<file path="config.mk">
export PLATFORM = sky130hd
export DESIGN_NAME = branch_history_table
export DESIGN_NICKNAME = d
export VERILOG_FILES = /design/src/rtl/branch_history_table.sv
export SDC_FILE = /design/constraint.sdc
export NUM_CORES = 1
export LEC_CHECK = 0
export CORE_MARGIN = 2
export CORE_UTILIZATION = 30
export CTS_BUF_LIST = sky130_fd_sc_hd__clkbuf_16
export DETAILED_ROUTE_END_ITERATION = 8
export DONT_BUFFER_PORTS = 1
export MAX_ROUTING_LAYER = met4
export PLACE_DENSITY = 0.52
export RECOVER_POWER = 100
export REMOVE_ABC_BUFFERS = 1
export SYNTH_ARGS = -nofsm -noshare
export SYNTH_HDL_FRONTEND = slang
export SYNTH_SLANG_ARGS = --single-unit
</file>
<file path="constraint.sdc">
create_clock -name clk -period 4.6 [get_ports clk]
set_clock_uncertainty 0.2 [all_clocks]
set_input_delay 0 -clock clk [delete_from_list [all_inputs] [get_ports clk]]
set_output_delay 0 -clock clk [all_outputs]
set_load 0.01 [all_outputs]
</file>
<file path="src/rtl/branch_history_table.sv">
// -----------------------------------------------------------------------------
// branch_history_table
//
// Parametrised branch-direction predictor: a table of 2^INDEX_BITS saturating
// counters. After reset an initialisation sweep writes every entry to
// weakly-not-taken, and only then is the table accepting updates.
//
// Optional feature macro: BHT_GSHARE_EN
//   defined   -> lookup index = lookup_pc[INDEX_BITS:1] XOR zero-extended ghr
//   undefined -> lookup index = lookup_pc[INDEX_BITS:1]
//   In both builds ghr is shifted on every accepted update and output.
//
// Ports:
//   clk              in   single clock, rising edge
//   reset_n          in   asynchronous active-low reset
//   lookup_pc        in   fetch PC (16 bits)
//   pred_taken       out  predicted direction (MSB of the indexed counter)
//   pred_index       out  table index used for the lookup
//   ready            out  initialisation sweep done, updates accepted
//   upd_valid        in   resolved-branch update strobe
//   upd_index        in   index carried from pred_index
//   upd_taken        in   actual branch outcome
//   upd_mispredict   in   resolve stage flags the prediction as wrong
//   ghr              out  global history register (newest outcome in bit 0)
//   mispredict_count out  saturating 16-bit count of mispredicted updates
//
// Assumes 2 <= GHR_BITS <= INDEX_BITS <= 14 and CTR_WIDTH >= 2.
// -----------------------------------------------------------------------------
module branch_history_table #(
  parameter int INDEX_BITS = 6,
  parameter int CTR_WIDTH  = 2,
  parameter int GHR_BITS   = 6
) (
  input  logic                  clk,
  input  logic                  reset_n,
  input  logic [15:0]           lookup_pc,
  output logic                  pred_taken,
  output logic [INDEX_BITS-1:0] pred_index,
  output logic                  ready,
  input  logic                  upd_valid,
  input  logic [INDEX_BITS-1:0] upd_index,
  input  logic                  upd_taken,
  input  logic                  upd_mispredict,
  output logic [GHR_BITS-1:0]   ghr,
  output logic [15:0]           mispredict_count
);

  localparam int DEPTH = 1 << INDEX_BITS;

  localparam logic [CTR_WIDTH-1:0]  CTR_WNT  = {1'b0, {(CTR_WIDTH-1){1'b1}}};
  localparam logic [CTR_WIDTH-1:0]  CTR_MAX  = {CTR_WIDTH{1'b1}};
  localparam logic [CTR_WIDTH-1:0]  CTR_MIN  = '0;
  localparam logic [INDEX_BITS-1:0] LAST_IDX = {INDEX_BITS{1'b1}};

  localparam logic [0:0] ST_INIT  = 1'b0;
  localparam logic [0:0] ST_READY = 1'b1;

  logic [0:0]            state;
  logic [INDEX_BITS-1:0] init_ptr;
  logic [CTR_WIDTH-1:0]  ctr_table [DEPTH];

  logic [INDEX_BITS-1:0] pc_index;
  logic                  upd_en;
  logic [CTR_WIDTH-1:0]  upd_ctr;
  logic [CTR_WIDTH-1:0]  upd_ctr_next;

  // PC bit 0 and the bits above the index field never take part in indexing.
  logic unused_pc_bits;
  assign unused_pc_bits = ^{lookup_pc[15:INDEX_BITS+1], lookup_pc[0]};

  // ---------------------------------------------------------------------------
  // Lookup path (fully combinational, reads the pre-update table contents)
  // ---------------------------------------------------------------------------
  assign pc_index = lookup_pc[INDEX_BITS:1];

`ifdef BHT_GSHARE_EN
  logic [INDEX_BITS-1:0] ghr_pad;

  // NOTE: every variable assigned in always_comb gets a default first so no
  // path can leave it holding its old value (which would infer a latch).
  always_comb begin
    ghr_pad                 = '0;
    ghr_pad[GHR_BITS-1:0]   = ghr;
    pred_index              = pc_index ^ ghr_pad;
  end
`else
  assign pred_index = pc_index;
`endif

  assign ready      = (state == ST_READY);
  assign pred_taken = ready & ctr_table[pred_index][CTR_WIDTH-1];

  // ---------------------------------------------------------------------------
  // Saturating counter update
  // ---------------------------------------------------------------------------
  assign upd_en  = ready & upd_valid;
  assign upd_ctr = ctr_table[upd_index];

  always_comb begin
    upd_ctr_next = upd_ctr;
    if (upd_taken) begin
      if (upd_ctr != CTR_MAX) upd_ctr_next = upd_ctr + 1'b1;
    end else begin
      if (upd_ctr != CTR_MIN) upd_ctr_next = upd_ctr - 1'b1;
    end
  end

  // NOTE: the counter array has no reset; the post-reset sweep initialises it
  // one entry per cycle, which keeps it mappable onto plain RAM.
  always_ff @(posedge clk) begin
    if (state == ST_INIT) begin
      ctr_table[init_ptr] <= CTR_WNT;
    end else if (upd_en) begin
      ctr_table[upd_index] <= upd_ctr_next;
    end
  end

  // ---------------------------------------------------------------------------
  // Control state, global history and mispredict counter
  // ---------------------------------------------------------------------------
  // NOTE: sequential state uses non-blocking assignments only, so every flop
  // samples the values from before the edge regardless of statement order.
  always_ff @(posedge clk or negedge reset_n) begin
    if (!reset_n) begin
      state            <= ST_INIT;
      init_ptr         <= '0;
      ghr              <= '0;
      mispredict_count <= '0;
    end else begin
      case (state)
        ST_INIT: begin
          // Updates arriving during the sweep are dropped entirely.
          init_ptr <= init_ptr + 1'b1;
          if (init_ptr == LAST_IDX) state <= ST_READY;
        end
        default: begin
          if (upd_valid) begin
            ghr <= {ghr[GHR_BITS-2:0], upd_taken};
            if (upd_mispredict && (mispredict_count != 16'hFFFF)) begin
              mispredict_count <= mispredict_count + 16'd1;
            end
          end
        end
      endcase
    end
  end

endmodule

</file>
Word level (Yosys, flattened, before mapping)
Memories as Yosys holds them, arrays and structs flattened.
Index checks and enable logic that the tools add are counted.
{"block": "word_totals", "register_bits": 29, "ram_bits": 128, "output_inout_bits": 30, "elab_cells": 31, "n_memories": 1}
{"block": "classes", "addsub": 4, "n_eq_ne": 3, "n_mux": 12, "n_bitwise": 2, "reduce_logical": 5}
{"memory": "ctr_table", "depth": 64, "word_bits": 2, "rd": 2, "rd_ports_with_merged_regs": 0, "write_ports": 1, "line_no": "60", "rtl": "logic [CTR_WIDTH-1:0] ctr_table [DEPTH];"}
{"operator": "$add A16 B1 Y16 const B", "n": 1}
{"operator": "$ne A16 B16 Y1 const B", "n": 1}
{"operator": "$mux W2", "n": 4}
{"operator": "$mux W1", "n": 7}
{"operator": "$add A6 B1 Y6 const B", "n": 1}
{"operator": "$eq A6 B6 Y1 const B", "n": 1}
{"operator": "$mux W6", "n": 1}
{"operator": "$reduce_and A3 Y1", "n": 1}
{"operator": "$add A2 B1 Y2 const B", "n": 1}
{"operator": "$and A1 B1 Y1", "n": 2}
{"operator": "$ne A2 B2 Y1 const B", "n": 1}
{"operator": "$reduce_and A2 Y1", "n": 1}
{"operator": "$reduce_bool A2 Y1", "n": 1}
{"operator": "$reduce_or A2 Y1", "n": 1}
{"operator": "$sub A2 B1 Y2 const B", "n": 1}
{"operator": "$logic_and A1 B1 Y1", "n": 1}

Depth between registers and ports, before layout
{"block": "depth", "depth_word": 6, "depth_mapped": 9, "ltp_nobuf": 6}

Least setup slack after synthesis
OpenSTA, ideal clock, no wires.
{"block": "synth_timing", "kind": "input port to flip-flop", "start": "input upd_index[0]", "end": "memory ctr_table[0][0], data pin", "arrival_time_ps": 4140, "path_slack_ps": -442, "path_stages": 9, "path_buffers": 3, "path_cell_list": "buf_2 buf_4 buf_2 mux4_2 o22ai_1 nand2_1 o211ai_1 a31oi_1 o21ai_0"}
{"block": "synth_between", "elab_chain_cells": 5}
{"element": "start, declared", "line_no": "41", "rtl": "input logic [INDEX_BITS-1:0] upd_index,"}
{"element": "$mem_v2 Z64 W2 *"}
{"element": "$sub A2 B1 Y2, or another cell as far along", "line_no": "104", "rtl": "if (upd_ctr != CTR_MIN) upd_ctr_next = upd_ctr - 1'b1;"}
{"element": "$mux W2, on equally long branches", "line_no": "104, 102"}
{"element": "$mux W2 *", "line_no": "101", "rtl": "if (upd_taken) begin"}
{"element": "$mux W2 (no source line) *"}
{"element": "end, declared", "line_no": "60"}
Mark *: on every way between the ends. The rest lies on a longest branch, timed or not.

==> Implementation_results.wiki <==
{| class="wikitable"
! Metric !! Value
|-
| Antenna violations before repair || 0
|-
| Number of endpoints failing setup at the final stage || 0
|-
| Number of global-route vias before repair || roughly 4600
|-
| Maximum clock rate || roughly 280 MHz
|-
| Sequential Area || about 4600 um2
|-
| Post-route worst hold slack || around 0.03 ns
|-
| Cell area after technology mapping || a little over 7000 um2
|-
| Post-cts resize count || 0
|-
| CTS Buffer Depth || 2
|-
| Async S/R FF share, synth || 18.5%
|-
| GRT Overall Usage || ~15%
|-
| Number of buffers inserted by hold repair at cts || 17
|-
| Std cell rows || 56
|-
| Violated checks || capacitance limit, slew limit
|-
| Leading register cell type out of synthesis || sky130_fd_sc_hd__edfxtp_1
|-
| RSZ-0062 raised after global routing || false
|-
| Port Buf Inserts || 0
|-
| Aggregate routed wire length || between 15000 and 20000 um
|-
| Cells taking the most area after synthesis || sky130_fd_sc_hd__edfxtp_1 53%, sky130_fd_sc_hd__mux4_2 16%, sky130_fd_sc_hd__dfrtp_1 10%
|-
| TritonCTS clock tree || done
|-
| Final worst-path cycle share || between 70% and 80%
|-
| Number of filler cells placed in the layout || 2284
|-
| Largest net degree at the start of global routing || 35
|-
| Via count normalized by instance count || about 5.2
|-
| Final Slew Violations || 30
|-
| Type of the worst setup path || reg2reg
|-
| Synth Register Bits || around 160
|-
| Critical path capture point type || flop
|-
| Type of element launching the critical path || flop
|-
| N_diodes || 0
|-
| Iteration-0 DRC Markers || just under 500
|-
| Cell Count, Final, Fillers Out || 834
|-
| Dpl cells || 786
|-
| Placer's final routability congestion estimate || 0.831
|-
| Post-Syn Instances || 492
|-
| Critical Path Start || ctr_table[11][1]
|-
| Final Hold Vio Count || 0
|-
| Synth top area share || 52.9%
|-
| Average wire length per cell after detail routing || between 20 and 25 um
|-
| Die boundary height || between 150 and 200 um
|-
| Number of nets still failing antenna checks after routing || 0
|-
| Initial cell density of the core || about 31%
|-
| Final net count || ~530
|-
| Crit Path Max Fanout || 34
|-
| Layout area overhead || 14.2%
|-
| Width of the die || between 150 and 200 um
|-
| Number of levels in the clock H-tree || 4
|-
| Global-route wire length before repair || about 27000 um
|-
| Iteration count of the initial detailed-routing pass || 7
|-
| Max-cap violations || 1
|-
| PnR worst setup slack || slightly below 1 ns
|-
| Clock root buffer || sky130_fd_sc_hd__clkbuf_16
|-
| Origin of the worst min-delay path || upd_index[3]
|-
| Most frequent cell after synthesis || sky130_fd_sc_hd__edfxtp_1
|-
| Share of the yosys chip area belonging to registers || approximately 63%
|-
| CP Data Arrival Time || around 3.7 ns
|-
| Library cell with the largest summed area after synthesis || sky130_fd_sc_hd__edfxtp_1
|-
| Outcome || finished, violations left
|-
| Unique cell type count in the Yosys netlist || between 40 and 50
|-
| Tmin final || 3.63 ns
|-
| DRC Markers || 0
|-
| Slew at the pin closest to its max-slew limit || 1.58 ns
|-
| Pwr dens || 360 nW/um2
|-
| Die Footprint || approximately 25000 um2
|-
| Core area || between 20000 and 25000 um2
|-
| Number of buffers inserted by post-CTS setup repair || 0
|-
| Data required time of the critical path || 4.66 ns
|-
| Number of flops mapped to enable cells by yosys || between 100 and 150
|-
| Total CTS buffers || 17
|-
| Leading post-synthesis cells by instance count || 128 x sky130_fd_sc_hd__edfxtp_1, 74 x sky130_fd_sc_hd__nor2_1, 52 x sky130_fd_sc_hd__nand2_1
|-
| Share of final-layout standard cells stronger than drive strength 1 || between 10% and 20%
|-
| Pre-CTS setup slack || around 1.4 ns
|-
| Detail Placement HPWL || approximately 11000 um
|-
| Reg-to-Reg Start || ctr_table[11][1]
|-
| Via Count || about 4400
|-
| Maximum vdd drop || 216 uV
|-
| Synth Warn # || 0
|-
| Relative slew margins || -5.09%
|-
| Path category of the worst min-delay check || in2reg
|-
| Congestion Overflow GR || 0
|-
| Clock Latency Late Sink || about 0.43 ns
|-
| Area occupied by multi-input gates || 2530 um2
|-
| Boundary Pins || 57
|-
| Clock net sink count || ~160
|-
| Leakage power figure || 2.40 nW
|-
| Per-instance average area after synthesis || ~15 um2
|-
| Clock transition at the registers of the reported paths || 0.06 ns
|}
==> layout by cell type (no fill, tap or decap), types with 3 or more instances in the layout <==
cell                            instances
sky130_fd_sc_hd__o21ai_0                9
sky130_fd_sc_hd__nand2b_1               6
sky130_fd_sc_hd__buf_4                  4
sky130_fd_sc_hd__dfrtp_1               29
sky130_fd_sc_hd__nand3_1               13
sky130_fd_sc_hd__mux4_2                51
sky130_fd_sc_hd__nor3_1                 8
sky130_fd_sc_hd__nand3b_1               3
sky130_fd_sc_hd__a31oi_1                3
sky130_fd_sc_hd__bufinv_16              3
sky130_fd_sc_hd__clkinv_4               4
sky130_fd_sc_hd__a21oi_1                3
sky130_fd_sc_hd__mux2i_1                8
sky130_fd_sc_hd__nor2b_1                5
sky130_fd_sc_hd__nor2_1                74
sky130_fd_sc_hd__nand2_1               52
sky130_fd_sc_hd__o22ai_1                6
sky130_fd_sc_hd__mux2_2                 4
sky130_fd_sc_hd__clkbuf_16             17
sky130_fd_sc_hd__edfxtp_1             128
sky130_fd_sc_hd__and4_1                 4
sky130_fd_sc_hd__o21a_1                 4
sky130_fd_sc_hd__xnor2_1               13
sky130_fd_sc_hd__nand4_1                3
sky130_fd_sc_hd__xor2_1                 7
sky130_fd_sc_hd__inv_1                  4
sky130_fd_sc_hd__dlygate4sd3_1         15
==> flip-flops by register name (all words and copies together) (netlist names) <==
name	cells
mispredict_count	16
init_ptr	6
ghr	6
ctr_table	128
ready	1
==> final timing paths <==
| check | end | slack, ns | cells after the start |
|---|---|---|---|
| worst max-delay path | ctr_table[52][0] | 0.97 | 7 |
| max in group asynchronous | ready | 2.21 | 4 |
| worst max register to register | ctr_table[52][0] | 0.97 | 7 |
| min in group asynchronous | mispredict_count[11] | 1.08 | 4 |
| worst min register to register | init_ptr[5] | 0.36 | 1 |
| worst min-delay path | ctr_table[55][0] | 0.03 | 5 |
==> power breakdown <==
part	switching (W)	internal (W)
Combinational	0.0000211	0.0000351
Sequential	0	0.00152
Clock	0.000565	0.000851
Total	0.000586	0.00240
==> worst max-delay path, cell delays in order, from the launching register on <==
cell and delay (ns):
sky130_fd_sc_hd__edfxtp_1 0.35, sky130_fd_sc_hd__mux4_2 0.25, sky130_fd_sc_hd__o22ai_1 0.10, sky130_fd_sc_hd__a2111oi_0 0.84, sky130_fd_sc_hd__a32o_1 0.27, sky130_fd_sc_hd__a31oi_1 0.11, sky130_fd_sc_hd__o21ai_2 0.97, sky130_fd_sc_hd__buf_4 0.37
==> kinds of logic after synthesis <==
logic type / Yosys count / synth area share (%)
multiplexers: 63 / 17.5
XOR/XNOR: 20 / 2.41
flip-flops: 157 / 62.9
buffers and inverters: 32 / 2.32
AO/OA/AOI/OAI: 43 / 3.98
AND/OR/NAND/NOR: 175 / 10.6
adder cells (fa/ha/maj): 2 / 0.344
==> final cells by class <==
| class | count | share of cell area, % |
|---|---|---|
| Timing Repair Buffer | 21 | 2.34 |
| Clock buffer | 17 | 5.12 |
| Sequential cell | 157 | 55.0 |
| Clock inverter | 14 | 2.05 |
| Multi-Input combinational cell | 303 | 30.5 |
| Tap cell | 319 | 4.81 |
| Inverter | 3 | 0.136 |
==> metrics by stage <==
step	util, %	TNS (ns)	total power, W	instance area (um2)
floorplan	-	-16.41	0.00158	7110
global placement	32.0	0	0.00158	7550
detailed placement	32.0	0	0.00158	7550
CTS	35.3	0	0.00303	8340
global route	35.2	0	0.00309	8300
finish	35.2	0	0.00299	8300
==> routing by layer <==
metal	share of wire (%)	global-route usage, %	wire length [um]	vias up
li1	-	-	-	1911
met1	44	19.4	7650	2228
met2	47	22.0	8180	195
met3	7.8	4.81	1360	22
met4	1.6	4.50	275	0
met5	0	-	0	-
(Power assumes the default switching activity.)
